### src/rtl/dbg_probe_reader.sv
// Debug probe sweeper: walks a range of the core's register file or data memory
// through its debug probe ports and streams each word out over valid/ready.
module dbg_probe_reader #(
    parameter int unsigned DM_ADDR_BIT = 10,
    parameter int unsigned RD_LAT      = 1,
    parameter int unsigned CNT_BIT     = 11
) (
    input  logic                   clk,
    input  logic                   rst,
    input  logic                   en,
    input  logic                   start,
    input  logic                   abort,
    input  logic                   sel_dm,
    input  logic [DM_ADDR_BIT-1:0] base_addr,
    input  logic [CNT_BIT-1:0]     count,
    output logic [4:0]             regfile_req_dbg,
    output logic [DM_ADDR_BIT-1:0] datamem_addr_dbg,
    input  logic [31:0]            regfile_data_dbg,
    input  logic [31:0]            datamem_data_dbg,
    output logic                   m_valid,
    input  logic                   m_ready,
    output logic [31:0]            m_data,
    output logic [DM_ADDR_BIT-1:0] m_index,
    output logic                   m_last,
    output logic                   busy,
    output logic                   done
);

    typedef enum logic [2:0] {
        S_IDLE,
        S_ISSUE,
        S_WAIT,
        S_EMIT,
        S_FIN
    } state_t;

    localparam logic [3:0] LAT_INIT = 4'(RD_LAT - 1);

    state_t                 r_state;
    logic                   r_sel;
    logic [DM_ADDR_BIT-1:0] r_addr;
    logic [CNT_BIT-1:0]     r_remaining;
    logic [3:0]             r_wait;
    logic [4:0]             r_rf_req;
    logic [DM_ADDR_BIT-1:0] r_dm_addr;
    logic                   r_m_valid;
    logic [31:0]            r_m_data;
    logic [DM_ADDR_BIT-1:0] r_m_index;
    logic                   r_m_last;
    logic                   r_busy;
    logic                   r_done;

    logic [DM_ADDR_BIT-1:0] w_next_addr;
    logic [DM_ADDR_BIT-1:0] w_base;
    logic [31:0]            w_rd_data;
    logic                   w_last_word;

    // RF indices live in the low 5 bits and wrap at 32; DM wraps at the full width.
    always_comb begin
        w_next_addr = '0;
        w_base      = '0;
        if (r_sel) begin
            w_next_addr = r_addr + 1'b1;
        end else begin
            w_next_addr[4:0] = r_addr[4:0] + 5'd1;
        end
        if (sel_dm) begin
            w_base = base_addr;
        end else begin
            w_base[4:0] = base_addr[4:0];
        end
    end

    assign w_rd_data   = r_sel ? datamem_data_dbg : regfile_data_dbg;
    assign w_last_word = (r_remaining == CNT_BIT'(1));

    always_ff @(posedge clk) begin
        if (rst) begin
            r_state     <= S_IDLE;
            r_sel       <= 1'b0;
            r_addr      <= '0;
            r_remaining <= '0;
            r_wait      <= '0;
            r_rf_req    <= '0;
            r_dm_addr   <= '0;
            r_m_valid   <= 1'b0;
            r_m_data    <= '0;
            r_m_index   <= '0;
            r_m_last    <= 1'b0;
            r_busy      <= 1'b0;
            r_done      <= 1'b0;
        end else if (en) begin
            if (abort && (r_state != S_IDLE)) begin
                r_state   <= S_IDLE;
                r_m_valid <= 1'b0;
                r_m_last  <= 1'b0;
                r_busy    <= 1'b0;
                r_done    <= 1'b0;
            end else begin
                case (r_state)
                    S_IDLE: begin
                        if (start) begin
                            r_busy <= 1'b1;
                            if (count != '0) begin
                                r_sel       <= sel_dm;
                                r_addr      <= w_base;
                                r_remaining <= count;
                                r_state     <= S_ISSUE;
                            end else begin
                                r_done  <= 1'b1;
                                r_state <= S_FIN;
                            end
                        end
                    end
                    S_ISSUE: begin
                        if (r_sel) begin
                            r_dm_addr <= r_addr;
                            r_rf_req  <= '0;
                        end else begin
                            r_rf_req  <= r_addr[4:0];
                            r_dm_addr <= '0;
                        end
                        r_wait  <= LAT_INIT;
                        r_state <= S_WAIT;
                    end
                    S_WAIT: begin
                        if (r_wait == 4'd0) begin
                            r_m_data  <= w_rd_data;
                            r_m_index <= r_addr;
                            r_m_valid <= 1'b1;
                            r_m_last  <= w_last_word;
                            r_state   <= S_EMIT;
                        end else begin
                            r_wait <= r_wait - 4'd1;
                        end
                    end
                    S_EMIT: begin
                        if (m_ready) begin
                            r_m_valid   <= 1'b0;
                            r_m_last    <= 1'b0;
                            r_remaining <= r_remaining - 1'b1;
                            r_addr      <= w_next_addr;
                            if (w_last_word) begin
                                r_done  <= 1'b1;
                                r_state <= S_FIN;
                            end else begin
                                r_state <= S_ISSUE;
                            end
                        end
                    end
                    S_FIN: begin
                        r_done  <= 1'b0;
                        r_busy  <= 1'b0;
                        r_state <= S_IDLE;
                    end
                    default: begin
                        r_state <= S_IDLE;
                    end
                endcase
            end
        end
    end

    assign regfile_req_dbg  = r_rf_req;
    assign datamem_addr_dbg = r_dm_addr;
    assign m_valid          = r_m_valid;
    assign m_data           = r_m_data;
    assign m_index          = r_m_index;
    assign m_last           = r_m_last;
    assign busy             = r_busy;
    assign done             = r_done;

endmodule

### config.mk
export PLATFORM = sky130hd
export DESIGN_NAME = dbg_probe_reader
export DESIGN_NICKNAME = d
export VERILOG_FILES = /design/src/rtl/dbg_probe_reader.sv
export SDC_FILE = /design/constraint.sdc
export NUM_CORES = 1
export LEC_CHECK = 0
export CORE_MARGIN = 2
export CORE_UTILIZATION = 51
export CTS_BUF_LIST = sky130_fd_sc_hd__clkbuf_2
export CTS_CLUSTER_SIZE = 16
export DETAILED_ROUTE_END_ITERATION = 16
export GPL_TIMING_DRIVEN = 0
export PLACE_DENSITY = 0.95
export SLEW_MARGIN = 5
export SYNTH_ARGS = -nofsm -noshare
export SYNTH_HDL_FRONTEND = slang
export SYNTH_SLANG_ARGS = --single-unit
### constraint.sdc
create_clock -name clk -period 3.4 [get_ports clk]
set_input_delay 0.68 -clock clk [delete_from_list [all_inputs] [get_ports clk]]
set_output_delay 0.68 -clock clk [all_outputs]
set_load 0.02 [all_outputs]
==> flow_summary.ini, run 1 <==
[placement]
hpwlAfterDp_um = 11900
dpl_worst_slack_ns = 0.531
gp_congestion = 1.04
place_area_um2 = 6210
port-buffer-count = 149
dp_cells = 780

[die]
placeableCoreArea_um2 = 8720
io_pins = 153
dieHeight_um = 98.8
fp-row-count = 34
dieArea_um2 = 9770
die_w_um = 98.8
start_util = 0.526

[clocking]
cts_tree = yes
cts_made_buffers = 9
htree_levels = 3
clk-insertion-delay-late_ns = 0.55
clock-sinks = 90
cts-hold-fix-buffers = 0
cts-resized-gates = 0
clk_pin_slew_ns = 0.24
cts_root_buf = clkbuf_2
post-cts-setup-buffers = 0
clockBufferDepth = 2

[yosys]
synthesis.area_um2 = 4590
synth.net_count = 619
ys_ff_latch = 90
synth_edf_count = 0
async_flop_share = 0
synth.yosys.warnings = 0
syn_area_per_cell_um2 = 8.77
ys_types = 71
ys_seq_area_frac = 0.393
yosys-top-cells-area = dfxtp_1, mux2i_1, a211oi_1, nor2_1, a21oi_1
ys.flop_type = dfxtp_1
synth_top_area_share = 0.393
netlist.top_cell.by_area = dfxtp_1
netlist_instances = 523

[grt]
grt_pass1_wl_um = 24900
grt_usage = 0.317
grt_antenna_before_repair = 1
grt_start_max_net_pins = 17
grt_overflow = 0
grt_pass1_vias = 5075

[power_and_ir_drop]
switchingPower_mw = 0.624
seq_power_share = 0.534
intPower_mw = 1.47
cellPowerDensity_nw_per_um2 = 330
p_leak_nw = 2.11
irDropWorstVdd_mv = 0.212
clkPwrFrac = 0.273
switching_share = 0.298
combPwrFrac = 0.194
total_power_mw = 2.09

[final_layout]
fin_util = 0.727
synthToLayoutAreaGrowth_pct = 38.3
mostFrequentLayoutCells = clkdlybuf4s50_1, dfxtp_1, nor2_1, mux2i_1
final_common_cell = clkdlybuf4s50_1
fin_cells = 797
drive_gt1_frac = 0.0712
design_area_um2 = 6340
nNetsFinal = 779

[setup_path]
required_ns = 3.89
r2r_slack_ns = 1.14
end_kind = register
start_kind = input pin
crit_path_max_fanout = 10
crit_arrival_ns = 2.90
critical_path_class = in -> reg

[routing]
dr.pass1.iters = 6
dr.first_iter.drc_count = 339
wirelength_um = 15700
routedWlPerCell_um = 19.7
drc = 0
via_count = 4996
via_per_inst = 6.27
ant_nets = 0

[timing]
period_minus_slack_ns = 2.41
max-slew-margin-rel = 0.469
hold_viol = 0
fmax_mhz = 415
setup_viol = 0
fin_tns_setup_ns = 0
fin_ws_ns = 0.989
hold_ws_ns = 0.445
tightest_slew_ns = 0.790
drv_slew = 0
finalCritPeriodShare = 0.709
finalClockSkew_ns = 0.0425
grt_setup_unrepaired = false

[hold_path]
hold_class = in -> reg

[outcome]
status = complete, no violations

[run]
drv_cap = 0
## metal layers
layer	GRT usage	routed length, um
met5	0	0
met4	0.148	656
met3	0.0858	1430
met2	0.547	7680
met1	0.363	5950
## cell usage after synthesis (3+ instances only)
master and count:
nand4_1 5, o21ai_1 3, a221oi_1 3, and3_1 4, nand3_1 24, nor4_1 5
o21ai_0 7, clkbuf_1 23, and2_1 6, dfxtp_1 90, nand2_1 31, nor2_1 57
a32o_1 3, a211oi_1 33, buf_4 3, o31ai_1 10, a21oi_1 33, o21a_1 3
a311oi_1 5, nand2b_1 5, ha_1 4, buf_2 12, nand3b_1 8, nor3_1 13
o311ai_1 7, o211ai_1 4, mux2i_1 44, buf_6 4, a31oi_1 13, inv_1 11
## kinds of logic (layout without fill, tap and decap cells)
logic type / Yosys count / count (layout) / synth area share
and+or+nand+nor: 179 / 179 / 0.201
DFF: 90 / 90 / 0.393
muxes: 44 / 44 / 0.0960
other: 0 / 1 / 0
AOI/OAI and AO/OA: 149 / 149 / 0.237
buffers and inverters: 57 / 222 / 0.0619
adders and majority gates: 4 / 4 / 0.0109
## power by group through the flow
stage / Sequential, mW / Clock (mW) / Combinational, mW
final: 1.12 / 0.571 / 0.406
after global routing: 1.12 / 0.621 / 0.434
after CTS: 1.12 / 0.572 / 0.400
after detailed placement: 1.14 / 0 / 0.397
after global placement: 1.13 / 0 / 0.385
after floorplan: 1.14 / 0 / 0.198
## worst max-delay path, stage by stage
cell	delay (ns)
clkdlybuf4s50_1	0.43
nor4_1	0.71
nand4_1	0.40
nand2_1	0.44
o221a_1	0.24
## sequential cells by signal, indices dropped and copies added (netlist names)
register and count:
regfile_req_dbg 5, datamem_addr_dbg 10, m_index 10, m_valid 1
r_wait 4, r_sel 1, done 1, r_state 3
r_remaining 11, m_last 1, m_data 32, busy 1
r_addr 10
## area by class of cell
class	count	area, um2
Inverter	11	41.3
Fill cell	615	2380
Multi-Input combinational cell	376	2500
Antenna cell	1	2.50
Buffer	46	243
Sequential cell	90	1800
Timing Repair Buffer	149	1490
Clock inverter	6	78.8
Clock buffer	10	50.0
Tap cell	108	135
## final timing paths
kind         cells past startpoint                              from                               end
min reg2reg                      2  datamem_addr_dbg[2]$_SDFFE_PP0P_  datamem_addr_dbg[2]$_SDFFE_PP0P_
max reg2reg                      8            r_wait[0]$_SDFFE_PP0P_           m_index[6]$_SDFFE_PP0P_
max                              5                          count[3]      r_remaining[10]$_SDFFE_PP0P_
min                              2                                en           r_state[1]$_SDFFE_PP0P_
Note: power is estimated with default switching activity, not from simulation.
==> run 2: changes to the inputs <==
--- a/config.mk
+++ b/config.mk
@@ -6,12 +6,12 @@
 export NUM_CORES = 1
 export LEC_CHECK = 0
 export CORE_MARGIN = 2
-export CORE_UTILIZATION = 51
+export CORE_UTILIZATION = 43
 export CTS_BUF_LIST = sky130_fd_sc_hd__clkbuf_2
 export CTS_CLUSTER_SIZE = 16
 export DETAILED_ROUTE_END_ITERATION = 16
 export GPL_TIMING_DRIVEN = 0
-export PLACE_DENSITY = 0.95
+export PLACE_DENSITY = 0.86
 export SLEW_MARGIN = 5
 export SYNTH_ARGS = -nofsm -noshare
 export SYNTH_HDL_FRONTEND = slang
==> constraint.sdc (replaced) <==
create_clock -name clk -period 2.15 [get_ports clk]
set_input_delay 0.43 -clock clk [delete_from_list [all_inputs] [get_ports clk]]
set_output_delay 0.43 -clock clk [all_outputs]
set_load 0.02 [all_outputs]
==> run 2 against run 1 <==
Compared with the run above:
- non-clock buffer count increased by 4
- first-iteration DRC count up 40%
- worst hold slack worse by 0.25 ns
- total power rose by 60%
- largest cell class unchanged
- largest power group unchanged
==> flow_summary.ini, run 2 (same netlist as run 1, synthesis figures left out) <==
[die]
io_pins = 153
dieHeight_um = 107
fp-row-count = 37
dieArea_um2 = 11500
placeableCoreArea_um2 = 10300
die_w_um = 107
start_util = 0.444

[setup_path]
critPathBufInv = 2
cpLargestDelayFamily = simple AND/OR/NAND/NOR gates
critical_path_class = in -> reg
end_kind = register
crit_arrival_ns = 2.64
ff2ff_path_depth = 6
slowest_delay_ns = 0.69
path_cells = clkdlybuf4s50_1, nor4_1, nand4_1, clkbuf_4, o211ai_1, a31o_1
cpMaxStageDelayCell = nor4_1
crit_path_max_fanout = 10
r2r_start = r_remaining[1]$_SDFFE_PP0P_
start_kind = input pin
r2r_slack_ns = 0.06
required_ns = 2.66
r2r-end = r_remaining[6]$_SDFFE_PP0P_

[final_layout]
final_common_cell = clkdlybuf4s50_1
fin_cells = 828
largest_reg_flops = 32
n_antenna_cell = 0
design_area_um2 = 6530
nNetsFinal = 783
synthToLayoutAreaGrowth_pct = 42.4
drive_gt1_frac = 0.107
mostFrequentLayoutCells = clkdlybuf4s50_1, dfxtp_1, nor2_1, mux2i_1, a21oi_1

[power_and_ir_drop]
clkPwrFrac = 0.273
intPower_mw = 2.34
irDropWorstVdd_mv = 0.222
combPwrFrac = 0.199
p_leak_nw = 2.16
seq_power_share = 0.528
switching_share = 0.301
cellPowerDensity_nw_per_um2 = 512
switchingPower_mw = 1.00

[timing]
setup_viol = 0
drv_slew = 0
finalCritPeriodShare = 0.993
grt_setup_unrepaired = true
fin_ws_ns = 0.0156
tightest_slew_ns = 0.777
hold_viol = 0
max-slew-margin-rel = 0.477
period_minus_slack_ns = 2.13
hold_ws_ns = 0.190
fmax_mhz = 469
fin_tns_setup_ns = 0
finalClockSkew_ns = 0.0478

[placement]
dp_cells = 808
port-buffer-count = 149
hpwlAfterDp_um = 11400
dpl_worst_slack_ns = -0.487
gp_congestion = 0.966
place_area_um2 = 6250

[outcome]
status = complete, no violations

[hold_path]
hold_class = in -> reg
hold_depth = 2
worstHoldStart = en
hold_end = r_state[1]$_SDFFE_PP0P_

[grt]
grt_pass1_wl_um = 23700
grt_start_max_net_pins = 17
grt_overflow = 0
grt_pass1_vias = 4653
grt_usage = 0.258
grt_antenna_before_repair = 0

[routing]
routedWlPerCell_um = 18.5
drc = 0
dr.pass1.iters = 5
dr.first_iter.drc_count = 475
wirelength_um = 15300
via_per_inst = 5.93
via_count = 4913
ant_nets = 0

[clocking]
clk-insertion-delay-late_ns = 0.57
clk_pin_slew_ns = 0.24
cts_root_buf = clkbuf_2
clock-sinks = 90
cts_made_buffers = 9
cts_tree = yes
clockBufferDepth = 2
htree_levels = 3

[run]
drv_cap = 0
==> run 2: power groups by stage <==
stage	clock network [mW]	registers, mW	logic, mW
after floorplan	0	1.80	0.314
after global placement	0	1.79	0.613
after detailed placement	0	1.79	0.625
after CTS	0.905	1.76	0.637
after global routing	0.997	1.77	0.711
final	0.913	1.77	0.664
==> run 2: worst max path at each step <==
stage	startpoint	to	slack, ns	depth (start not counted)
global route	r_remaining[1]$_SDFFE_PP0P_	r_remaining[6]$_SDFFE_PP0P_	-0.03	6
CTS	r_remaining[1]$_SDFFE_PP0P_	r_remaining[6]$_SDFFE_PP0P_	0.02	6
global placement	count[7]	r_remaining[10]$_SDFFE_PP0P_	-0.47	5
detailed placement	count[8]	r_remaining[10]$_SDFFE_PP0P_	-0.49	5
finish	count[8]	r_remaining[6]$_SDFFE_PP0P_	0.02	6
floorplan	r_remaining[0]$_SDFFE_PP0P_	r_remaining[6]$_SDFFE_PP0P_	0.18	6
==> run 2: metrics by stage <==
| step | utilization | total power [mW] |
|---|---|---|
| global placement | 0.605 | 2.40 |
| finish | 0.632 | 3.34 |
| global route | 0.632 | 3.48 |
| CTS | 0.622 | 3.30 |
| detailed placement | 0.605 | 2.42 |
| floorplan | - | 2.11 |
==> run 2: final cells by class <==
class                   count  area (um2)
plain buffers              46         258
clock buffers              10        50.0
clock inverters             6        72.6
fillers                   854        3790
inverters                  11        43.8
multi-input cells         376        2590
flip-flops and latches     90        1810
well taps                 136         170
repair buffers            153        1530
==> run 2: metal layers <==
layer	wire, um	vias to the layer above	share of wire	global-route usage
met5	0	-	0	0
met4	254	0	0.017	0.0816
met3	1430	27	0.093	0.0611
met2	7370	243	0.48	0.432
met1	6260	2353	0.41	0.329
li1	-	2290	-	-
==> run 2: what timing repair did <==
action                     in CTS  in global routing
hold buffers                    0                  0
gates resized for setup         5                 34
pin swaps                       1                  3
setup endpoints to repair       6                 65
buffers inserted                3                  1
==> run 3: changes to the inputs <==
--- a/config.mk
+++ b/config.mk
@@ -5,11 +5,13 @@
 export SDC_FILE = /design/constraint.sdc
 export NUM_CORES = 1
 export LEC_CHECK = 0
-export CORE_MARGIN = 2
+export ABC_AREA = 1
+export CORE_MARGIN = 3
 export CORE_UTILIZATION = 43
 export CTS_BUF_LIST = sky130_fd_sc_hd__clkbuf_2
 export CTS_CLUSTER_SIZE = 16
 export DETAILED_ROUTE_END_ITERATION = 16
+export GPL_ROUTABILITY_DRIVEN = 0
 export GPL_TIMING_DRIVEN = 0
 export PLACE_DENSITY = 0.86
 export SLEW_MARGIN = 5
==> run 3 against run 2 <==
Compared with the run above:
- first-iteration DRC count fell by 38%
- clock power decreased by 4.4%
- setup slack improved by 0.090 ns
- via count is 1.6% higher
- final cell count increased by 18%
- worst hold slack better by 0.21 ns
- global-route usage decreased by 2.2 points
- combinational power increased by 36%
- clock-buffer cell count down 1
- die area grew 5.6%
- wire length decreased by 6.8%
- largest power group unchanged
==> flow_summary.ini, run 3 <==
[yosys]
ys_seq_area_frac = 0.386
synth_edf_count = 0
syn_area_per_cell_um2 = 6.91
netlist_instances = 676
synth.yosys.warnings = 0
ys.flop_type = dfxtp_1
synth_top_area_share = 0.386
synth.net_count = 772
synth_common_cells = nand2_1, dfxtp_1, inv_1, nor2_1, nand3_1
async_flop_share = 0
yosys-top-cells-area = dfxtp_1, nand2_1, inv_1, nand3_1, nor2_1
synthesis.area_um2 = 4670
ys_ff_latch = 90
netlist.top_cell.by_area = dfxtp_1
yosysMostFrequentCell = nand2_1
ys_types = 37

[power_and_ir_drop]
p_leak_nw = 2.59
total_power_mw = 3.60
irDropWorstVdd_mv = 0.300
cellPowerDensity_nw_per_um2 = 556

[final_layout]
fin_cells = 980
nNetsFinal = 935
fillCellCount = 983
final_common_cell = nand2_1
largest_reg_flops = 32
design_area_um2 = 6480
synthToLayoutAreaGrowth_pct = 38.7
mostFrequentLayoutCells = nand2_1, clkdlybuf4s50_1, dfxtp_1, inv_1, nor2_1
n_antenna_cell = 0
drive_gt1_frac = 0.0818

[clocking]
clk_pin_slew_ns = 0.27
clockBufferDepth = 2
cts-resized-gates = 0
cts_root_buf = clkbuf_2
cts-hold-fix-buffers = 0
cts_tree = yes
clk-insertion-delay-late_ns = 0.54
htree_levels = 3
clock-sinks = 90
post-cts-setup-buffers = 0
cts_made_buffers = 9

[setup_path]
crit_path_max_fanout = 2
path_cells = clkdlybuf4s50_1
end_kind = primary output
slowest_delay_ns = 0.67
cpLargestDelayFamily = buffers and inverters
cpMaxStageDelayCell = clkdlybuf4s50_1
start_kind = register
crit_arrival_ns = 1.61
required_ns = 1.72
critPathBufInv = 1
critical_path_class = reg -> out

[timing]
hold_viol = 0
grt_setup_unrepaired = false
finalCritPeriodShare = 0.951
period_minus_slack_ns = 2.04
drv_slew = 0
setup_viol = 0
max-slew-margin-rel = 0.622
fmax_mhz = 489
fin_ws_ns = 0.105
tightest_slew_ns = 0.567
finalClockSkew_ns = 0.0331

[routing]
ant_nets = 0
drc = 0
via_per_inst = 5.10
wirelength_um = 14300
via_count = 4994
dr.first_iter.drc_count = 296
dr.pass1.iters = 5
routedWlPerCell_um = 14.6

[die]
dieArea_um2 = 12200
fp-row-count = 37
io_pins = 153
start_util = 0.447
dieHeight_um = 110
die_w_um = 110
placeableCoreArea_um2 = 10500

[placement]
port-buffer-count = 152
place_area_um2 = 6360
dp_cells = 964
hpwlAfterDp_um = 10800
dpl_worst_slack_ns = -0.196

[outcome]
status = complete, no violations

[grt]
grt_overflow = 0
use_met3 = 0.0734
busiest_layer = met2
grt_start_max_net_pins = 16
grt_usage = 0.236
grt_antenna_before_repair = 0
use_met1 = 0.290
grt_util_met2 = 0.384
grt_pass1_wl_um = 22400
grt_pass1_vias = 4758

[run]
drv_cap = 0

[hold_path]
hold_class = in -> reg
run 3: cell types whose count changed after synthesis, sizes merged, moves of 9 or more:
cell	before	now
inv	11	71
nor3	13	3
nand3	24	51
o31ai	10	1
nand2	31	202
mux2i	44	0
o22ai	0	13
o21ai	10	59
a211oi	34	0
a31oi	13	32
run 3: path summary, 6_finish.rpt:
| path | depth (start not counted) | from | slack, ns | to |
|---|---|---|---|---|
| setup reg to reg | 6 | r_sel$_SDFFE_PP0P_ | 0.25 | m_data[6]$_SDFFE_PP0P_ |
| setup / recovery | 1 | m_data[0]$_SDFFE_PP0P_ | 0.11 | m_data[0] |
| hold reg to reg | 2 | done$_SDFFE_PP0P_ | 0.46 | done$_SDFFE_PP0P_ |
| hold / removal | 3 | regfile_data_dbg[14] | 0.40 | m_data[14]$_SDFFE_PP0P_ |
run 3: layout make-up:
type                            instances  area (um2)  share of cell area
Multi-Input combinational cell        479        2400               0.371
Sequential cell                        90        1800               0.278
Timing Repair Buffer                  152        1520               0.235
Inverter                               71         267              0.0411
Buffer                                 36         203              0.0313
Tap cell                              136         170              0.0263
Clock inverter                          7        70.1              0.0108
Clock buffer                            9        45.0             0.00695
run 3: where the power goes:
group | total, mW | switching (mW) | internal (mW)
combinational | 0.905 | 0.499 | 0.406
clock | 0.873 | 0.609 | 0.264
sequential | 1.83 | 0.0788 | 1.75
run 3: metrics by stage:
stage                     hold WS (ns)   util  TNS (ns)
after floorplan                  0.445      -         0
after global placement           0.435  0.608     -4.86
after detailed placement         0.438  0.608     -5.03
after CTS                        0.379  0.619         0
after global routing             0.375  0.619         0
final                            0.399  0.619         0
run 3: cells by family after synthesis:
logic type | Yosys count | synth area share
xor+xnor | 3 | 0.00563
compound gates | 141 | 0.179
fa+ha+maj | 4 | 0.0107
buf+inv | 107 | 0.100
simple gates | 331 | 0.318
flops | 90 | 0.386
run 3: tightest hold or removal path: cells and delay by family:
family          cells  cell delay, ns
buf+inv             1            0.39
compound gates      1            0.07
simple gates        1            0.06
run 3: layer usage:
layer  share of wire  up-vias
li1                -     2526
met1            0.41     2224
met2            0.46      219
met3           0.095       25
met4           0.026        0
met5               0        -
==> RTL change, RTL diff (settings of run 2) <==
Register the output `datamem_addr_dbg` once more, without a reset; this adds one clock of latency there. The other outputs are not delayed to match.
--- a/src/rtl/dbg_probe_reader.sv
+++ b/src/rtl/dbg_probe_reader.sv
@@ -162,7 +162,9 @@
     end
 
     assign regfile_req_dbg  = r_rf_req;
-    assign datamem_addr_dbg = r_dm_addr;
+    always_ff @(posedge clk) begin
+        datamem_addr_dbg <= r_dm_addr;
+    end
     assign m_valid          = r_m_valid;
     assign m_data           = r_m_data;
     assign m_index          = r_m_index;
Behaviour: not the same (a bounded check fails within 4 cycles, from zero or initial values and one cycle with rst high).
==> RTL change against run 2 <==
  * Wire length decreased by 12%
  * Largest power group unchanged
  * Power increased by 2.7%
  * Critical path depth increased by 1
  * Area after synthesis about the same
  * Final area decreased by 2.1%
  * Sequential cell count increased by 10
  * Critical path type unchanged
  * Global-route usage decreased by 2.1 points
  * Setup slack improved by 0.090 ns
  * Via count decreased by 3.9%
==> RTL change: results (changes against run 2) <==
.. list-table::
   :header-rows: 1

   * - Metric
     - Value
   * - Capture point of the critical path
     - r_addr[2]
   * - Setup Skew
     - 0.0328 ns (-0.0150 ns)
   * - Initial detailed-routing violation count
     - 284 (-40%)
   * - Logic depth of the worst register-to-register path
     - 7 (+1)
   * - Overall fraction of global-route tracks in use
     - 23.8% (-2.1 points)
   * - Compound-gate portion of the synthesized area
     - 20.3% (-3.4 points)
   * - Post-synthesis sequential area ratio
     - 43.7% (+4.4 points)
   * - Clk Latency, worst-skew pair
     - 0.58 ns
   * - Via count normalized by instance count
     - 5.59 (-5.9%)
   * - Layout cells sized above 1
     - 6.63% (-4.1 points)
   * - First element of the critical path
     - count[7]
   * - Cell total after placement
     - 829 (+2.6%)
   * - Depth of the worst hold-timing path
     - 2 (unchanged)
   * - Number of nets in the synthesized netlist
     - 639 (+3.2%)
   * - Post-placement worst setup slack
     - -0.416 ns (+0.0713 ns)
   * - Largest net degree at the start of global routing
     - 21 (+4)
   * - Reg2Reg Setup Slack
     - 0.12 ns (+0.06 ns)
   * - Hold Path End
     - r_remaining[0]
   * - Global-route wire length before repair
     - 21900 µm (-7.6%)
   * - Leading cell types by total area after synthesis
     - dfxtp_1 44%, mux2i_1 7.2%, a21oi_1 5.9%, nand2_1 5.6%, a211oi_1 5.4%
   * - Worst hold slack after final layout
     - 0.306 ns (+0.116 ns)
   * - Post-route fraction of the period consumed by the critical path
     - 95.1% (-4.2 points)
   * - Final std cells w/o fill
     - 845 (+2.1%)
   * - Reg clk slew, reported paths
     - 0.31 ns (+0.07 ns)
   * - Average wire per cell in the routed design
     - 16.0 µm (-13%)
   * - Total leakage power
     - 2.23 nW (+3.2%)
   * - Adder and majority cell fraction of the synthesized area
     - 1.09% (about the same)
   * - Launch point of the worst hold path
     - rst
   * - CP arrival
     - 2.57 ns (-0.07 ns)
   * - Class of the tightest hold or removal check
     - primary input to flop
   * - Most used standard cells in the synthesized netlist
     - 100 x dfxtp_1, 68 x nand2_1, 54 x a21oi_1, 54 x nor2_1
   * - Largest family of logic cells by synthesized area
     - simple AND/OR/NAND/NOR gates
   * - Share of cell area taken by muxes after synthesis
     - 7.45% (-2.2 points)
   * - Deepest level of the CTS H-tree
     - 3 (unchanged)
   * - Synth Area in XOR/XNOR
     - 0.764% (+0.76 points)
   * - Average instance area after synthesis
     - 8.44 µm² (-3.7%)
   * - HPWL after detailed placement
     - 10300 µm (-9.3%)
   * - Last weighted congestion value of the routability-driven placer
     - 1.02 (+5.3%)
   * - Total number of nets in the final design
     - 800 (+2.2%)
   * - Number of global-route vias before repair
     - 4649 (-0.086%)
   * - Number of library cell types mapped by synthesis
     - 58 (-18%)
   * - Quantity of I/O buffers inserted on ports
     - 150 (+0.67%)
   * - R2R Path Start
     - r_remaining[0]
   * - Transition at the pin with the smallest max-transition slack
     - 0.781 ns (+0.00393 ns)
   * - Outcome
     - finished clean
   * - Maximum vdd ir drop
     - 0.339 mV (+53%)
RTL change: cell types whose count changed after synthesis, sizes merged, moves of 6 or more:
cell / run 2 / this run
a31oi: 13 / 5
dfxtp: 90 / 100
o21ai: 10 / 25
nor3b: 1 / 7
nand2: 31 / 68
o311ai: 7 / 0
mux2i: 44 / 33
o31ai: 10 / 4
a21oi: 33 / 55
RTL change: layer usage:
metal	vias to the layer above	part of all wire (%)	track usage [%]
met3	26	9.7	7.48
met4	0	2.2	8.53
met5	-	0	0
met1	2204	39	28.0
li1	2259	-	-
met2	231	49	40.6
RTL change: area by class of cell:
| cell class | instances | area [µm²] |
|---|---|---|
| multi-input cells | 389 | 2340 |
| clock buffers | 9 | 45.0 |
| fillers | 888 | 3930 |
| plain buffers | 45 | 211 |
| clock inverters | 7 | 73.8 |
| repair buffers | 150 | 1510 |
| well taps | 136 | 170 |
| inverters | 9 | 33.8 |
| flip-flops and latches | 100 | 2000 |
RTL change: worst max-delay path, stage by stage:
cell and delay [ns]:
clkdlybuf4s50_1 0.42, nor4_1 0.39, nand3_1 0.28, o21ai_2 0.42, buf_2 0.31, o21ai_0 0.12
a21oi_1 0.19
RTL change: repair_timing:
| item | CTS | global route |
|---|---|---|
| setup buffers | 0 | 0 |
| hold endpoints to repair | 0 | 0 |
| gates resized for setup | 0 | 7 |
| setup endpoints to repair | 0 | 37 |
RTL change: per-stage QoR:
stage,TNS (ns),area (µm²)
2_1_floorplan,0,4580
3_3_place_gp,-8.78,6250
3_5_place_dp,-9.20,6250
4_1_cts,0,6370
5_1_grt,0,6390
6_report,0,6390
RTL change: where the power goes:
part	internal, mW	switching, mW
clock network	0.199	0.711
registers	1.90	0.0385
logic	0.304	0.279
